## src/rtl/mem_arbiter.sv

```systemverilog
`default_nettype none
// ============================================================================
// Module      : mem_arbiter
// Description : Round-robin two-port arbiter and sequencer for a 256x8
//               single-port synchronous memory with 1-cycle read latency.
// Revision    : 1.0 - initial release
// ============================================================================
module mem_arbiter #(
    parameter int ADDR_W = 8,
    parameter int DATA_W = 8
) (
    input  logic              clk,
    input  logic              rst_n,
    input  logic              req0,
    input  logic              wr0,
    input  logic [ADDR_W-1:0] addr0,
    input  logic [DATA_W-1:0] wdata0,
    output logic              ack0,
    input  logic              req1,
    input  logic              wr1,
    input  logic [ADDR_W-1:0] addr1,
    input  logic [DATA_W-1:0] wdata1,
    output logic              ack1,
    output logic [DATA_W-1:0] rdata,
    output logic              gnt_id,
    output logic              busy,
    output logic              mem_ce,
    output logic              mem_rden,
    output logic              mem_wren,
    output logic [ADDR_W-1:0] mem_addr,
    output logic [DATA_W-1:0] mem_wr_data,
    input  logic [DATA_W-1:0] mem_rd_data
);

    localparam logic [1:0] c_IDLE    = 2'd0;
    localparam logic [1:0] c_ISSUE   = 2'd1;
    localparam logic [1:0] c_CAPTURE = 2'd2;
    localparam logic [1:0] c_ACK     = 2'd3;

    logic [1:0]        state_q, state_d;
    logic              wr_q, wr_d;
    logic [ADDR_W-1:0] addr_q, addr_d;
    logic [DATA_W-1:0] wdata_q, wdata_d;
    logic [DATA_W-1:0] rdata_q, rdata_d;
    logic              gnt_q, gnt_d;
    logic              last_q, last_d;
    logic              w_pick1;

    // Port 1 wins when alone, or on a tie when port 0 was served last.
    assign w_pick1 = req1 & (~req0 | ~last_q);

    always_comb begin
        state_d = state_q;
        wr_d    = wr_q;
        addr_d  = addr_q;
        wdata_d = wdata_q;
        rdata_d = rdata_q;
        gnt_d   = gnt_q;
        last_d  = last_q;
        case (state_q)
            c_IDLE: begin
                if (req0 | req1) begin
                    gnt_d   = w_pick1;
                    last_d  = w_pick1;
                    wr_d    = w_pick1 ? wr1    : wr0;
                    addr_d  = w_pick1 ? addr1  : addr0;
                    wdata_d = w_pick1 ? wdata1 : wdata0;
                    state_d = c_ISSUE;
                end
            end
            c_ISSUE:   state_d = wr_q ? c_ACK : c_CAPTURE;
            c_CAPTURE: begin
                rdata_d = mem_rd_data;
                state_d = c_ACK;
            end
            c_ACK:     state_d = c_IDLE;
            default:   state_d = c_IDLE;
        endcase
    end

    always_ff @(posedge clk or negedge rst_n) begin
        if (!rst_n) begin
            state_q <= c_IDLE;
            wr_q    <= 1'b0;
            addr_q  <= '0;
            wdata_q <= '0;
            rdata_q <= '0;
            gnt_q   <= 1'b0;
            last_q  <= 1'b1;
        end else begin
            state_q <= state_d;
            wr_q    <= wr_d;
            addr_q  <= addr_d;
            wdata_q <= wdata_d;
            rdata_q <= rdata_d;
            gnt_q   <= gnt_d;
            last_q  <= last_d;
        end
    end

    // Memory controls come only from registered state, so reset kills ce at once.
    assign mem_ce      = (state_q == c_ISSUE);
    assign mem_wren    = mem_ce & wr_q;
    assign mem_rden    = mem_ce & ~wr_q;
    assign mem_addr    = addr_q;
    assign mem_wr_data = wdata_q;

    assign ack0   = (state_q == c_ACK) & ~gnt_q;
    assign ack1   = (state_q == c_ACK) & gnt_q;
    assign busy   = (state_q != c_IDLE);
    assign rdata  = rdata_q;
    assign gnt_id = gnt_q;

endmodule
`default_nettype wire

```

## config.mk

```make
export PLATFORM = sky130hd
export DESIGN_NAME = mem_arbiter
export DESIGN_NICKNAME = d
export VERILOG_FILES = /design/src/rtl/mem_arbiter.sv
export SDC_FILE = /design/constraint.sdc
export NUM_CORES = 1
export LEC_CHECK = 0
export CORE_ASPECT_RATIO = 0.7
export CORE_MARGIN = 2
export CORE_UTILIZATION = 28
export CTS_CLUSTER_DIAMETER = 200
export DETAILED_ROUTE_END_ITERATION = 6
export MAX_ROUTING_LAYER = met4
export PLACE_DENSITY = 0.7
export SLEW_MARGIN = 20
export SYNTH_ARGS = -nofsm -noshare
export SYNTH_HDL_FRONTEND = slang
export SYNTH_SLANG_ARGS = --single-unit
```

## constraint.sdc

```tcl
create_clock -name clk -period 1.5 [get_ports clk]
set_clock_uncertainty 0.05 [all_clocks]
set_input_delay 0.3 -clock clk [delete_from_list [all_inputs] [get_ports clk]]
set_output_delay 0.3 -clock clk [all_outputs]
set_load 0.05 [all_outputs]
```

==> results.md <==
- The via count of the first global-routing pass is 1,306.
- Of all nets on the critical path, the largest fanout is 3.
- The fraction of registers with async set or reset after synthesis is 100%.
- The remaining routing DRC violations is 0.
- The routed design could run at a clock period as short as 1.61 ns.
- Each instance of the synthesized netlist takes up on average 9.86 sq um.
- In the finished design, the share of the clock period the worst path needs comes to 107%.
- The first detailed-routing pass ran for 4 iterations.
- The required time at the worst-slack endpoint is 1.15 ns.
- The routability congestion estimate is 0.759.
- The cell taking the most area after synthesis is sky130_fd_sc_hd__dfrtp_1.
- The number of antenna violations at the first check in global routing is 0.
- The cell area after technology mapping is 1350 sq um.
- Yosys printed 0 warnings.
- The number of antenna diodes in the final layout is 0.
- The dominant synthesized flop cell is sky130_fd_sc_hd__dfrtp_1.
- Setup violations remaining at the end of the flow were counted as 4.
- The area enclosed by the die boundary is 5410 sq um.
- The checks that failed: negative setup slack.
- The total via count after detailed routing is 1,281.
- The number of different library cells in the post-synthesis netlist is 23.
- The leftover overflow at the end of global routing is 0.
- The tree is rooted in a sky130_fd_sc_hd__clkbuf_8.
- The net total in the final layout is 277.
- In this run the number of H-tree levels came out at 2.
- The horizontal die dimension is 87.0 um.
- The number of port buffers is 76.
- Cells fill 59.9% of the core in the end.
- Setup repair after global routing could not meet its margin everywhere.
- Compared with the post-synthesis result, the final layout area differs by 109%.
- The net count after synthesis is 187.
- The initial utilization of the core area, before any placement, comes to 28.7%.
- Entering global routing, the biggest net connects 20 pins.
- Ranked by instance count, the synthesized netlist is headed by sky130_fd_sc_hd__a21oi_1, sky130_fd_sc_hd__dfrtp_1, sky130_fd_sc_hd__nand2_1.
- The die height is 62.1 um.
- The completed layout was analyzed and its total power is 7.25 mW.
- After detailed routing, the number of vias per cell comes to 4.51.
- Static timing analysis puts the maximum clock frequency at 621 MHz.
- After clock tree synthesis, the clock-pin slew on the worst setup and hold paths is 0.06 ns.
- The library cell contributing the largest single delay on the critical path is sky130_fd_sc_hd__dfrtp_1.
- The count of final max-slew check failures is 0.
- The sequential-to-total area share from yosys stat is 53.8%.
- The count of flip-flops with a built-in enable after synthesis is 0.
- The number of buffers on the longest clock path is 2.
- Counting every sink on the clock net gives 29.
- STA classifies the critical path endpoint as an output pin.
- The first global-routing pass estimated 6280 um of wire.
- In the post-synthesis netlist, the biggest area contributors are sky130_fd_sc_hd__dfrtp_1, sky130_fd_sc_hd__a21oi_1, sky130_fd_sc_hd__mux2_2.
- The number of violations reported at the end of detailed-routing iteration 0 is 33.
- 77 I/O pins were placed.
- The worst-case vdd ir drop is 1.13 mV.
- The power per cell area is 2570 nW/um^2.
- The startpoint-to-endpoint class of the critical path is reg -> out.
- The classification of the worst-slack hold path is in -> async.
- The count of endpoints failing hold in the final timing report is 0.
- The worst hold slack is 0.307 ns.
- Wires add up to 3950 um.
- By instance count, the leading cell after synthesis is sky130_fd_sc_hd__a21oi_1.
- The run finished, with violations left.
- The post-synthesis instance total is 137.
- The largest single stage delay on the critical path is 0.40 ns.
- The number of buffers added by the clock tree synthesis step is 5.
- Across every metal layer, demand over resource in global routing totals 15.6%.
- The detailed-route wire length per cell is 13.9 um.
- TritonCTS built the clock tree.
- The HPWL after detailed placement is 3040 um.
- The layout cell share with drive strength beyond 1 is 36.6%.
- The area share of the leading cell type in the synthesized netlist is 51.9%.
- The critical path buffer and inverter count is 2.
- STA puts the critical path data arrival time at 1.26 ns.
- The static leakage is 1.21 nW.
- The max-cap check violation count is 0.
- The clock reaches the later pin of the worst-skew pair after 0.27 ns.
- The remaining antenna violation count after routing is 0.
- The transition time of the tightest slew-check pin is 0.249 ns.
- In this run the core area contains 21 standard-cell rows.
- The post-synthesis register bit count is 29.
- The area of the core region is 4700 sq um.
- The cell type group with the largest total delay on the critical path is flip-flops.
- Summed over all failing endpoints, the final setup total negative slack is -0.390 ns.
- Before CTS, the worst setup slack after placement is -0.165 ns.
- The setup slack after layout is -0.110 ns.
- Measured against its own limit, the worst slew margin works out to 83.4%.
- The kind of start point of the critical path is a flip-flop.
- Across all register-to-register paths, the minimum setup slack is 0 ns.
- The critical path goes through buf_6 > ha_4 > and2_4 > buf_12.
[registers in the layout (all words and copies together) (netlist names)]
signal       cells
rdata            8
state_q          2
gnt_id           1
mem_addr         8
mem_wr_data      8
last_q           1
wr_q             1
[power by group]
group	switching, mW	internal [mW]
Sequential	0.434	1.20
Clock	0.278	0.363
Combinational	2.46	2.51
Total	3.17	4.07
[layout make-up]
class                   count  area, sq um
fillers                   388         1890
flip-flops and latches     29          727
inverters                   3         18.8
repair buffers             91         1260
multi-input cells          97          656
well taps                  57         71.3
clock buffers               7         86.3
[placed cells by master, fill, tap and decap left out, drive strengths merged, types with 4 or more instances in the layout]
cell type	count
a21oi	36
buf	45
clkbuf	8
clkdlybuf4s50	45
dfrtp	28
ha	4
mux2	9
nand2	18
nor2	17
[final timing paths]
| path | start | to | cells after the start |
|---|---|---|---|
| worst max-delay path | state_q[0]$_DFFE_PN0P_ | mem_wren | 4 |
| max in group asynchronous | rst_n | rdata[4]$_DFFE_PN0N_ | 2 |
| worst min register to register | last_q$_DFFE_PN1P_ | last_q$_DFFE_PN1P_ | 2 |
| worst min-delay path | rst_n | mem_addr[7]$_DFFE_PN0P_ | 2 |
| worst max register to register | state_q[1]$_DFFE_PN0P_ | state_q[1]$_DFFE_PN0P_ | 5 |
| min in group clk | wdata0[4] | mem_wr_data[4]$_DFFE_PN0P_ | 3 |
[metal layers]
layer,part of all wire (%),GRT usage (%),vias to the layer above
met5,0,-,-
met4,0.43,2.93,0
met3,7.2,5.85,4
met2,45,23.5,55
met1,47,20.2,581
li1,-,-,641
[cell families after synthesis]
family / share of synthesized area (%)
muxes: 7.78
DFF: 53.8
buffers and inverters: 4.07
AOI/OAI and AO/OA: 17.9
adders and majority gates: 3.70
and+or+nand+nor: 12.8
[through the flow]
stage | std cells | area, sq um
6_report | 284 | 2820
5_1_grt | 284 | 2820
4_1_cts | 283 | 2770
3_5_place_dp | 275 | 2630
3_3_place_gp | 275 | 2630
2_1_floorplan | 137 | 1390
[what timing repair did]
item	in CTS	in global routing
buffers inserted	2	0
endpoints found under the setup margin	6	18
gates resized for setup	8	7
hold buffers	0	0
gates cloned	0	1
pin swaps	2	1
(Power assumes the default switching activity.)
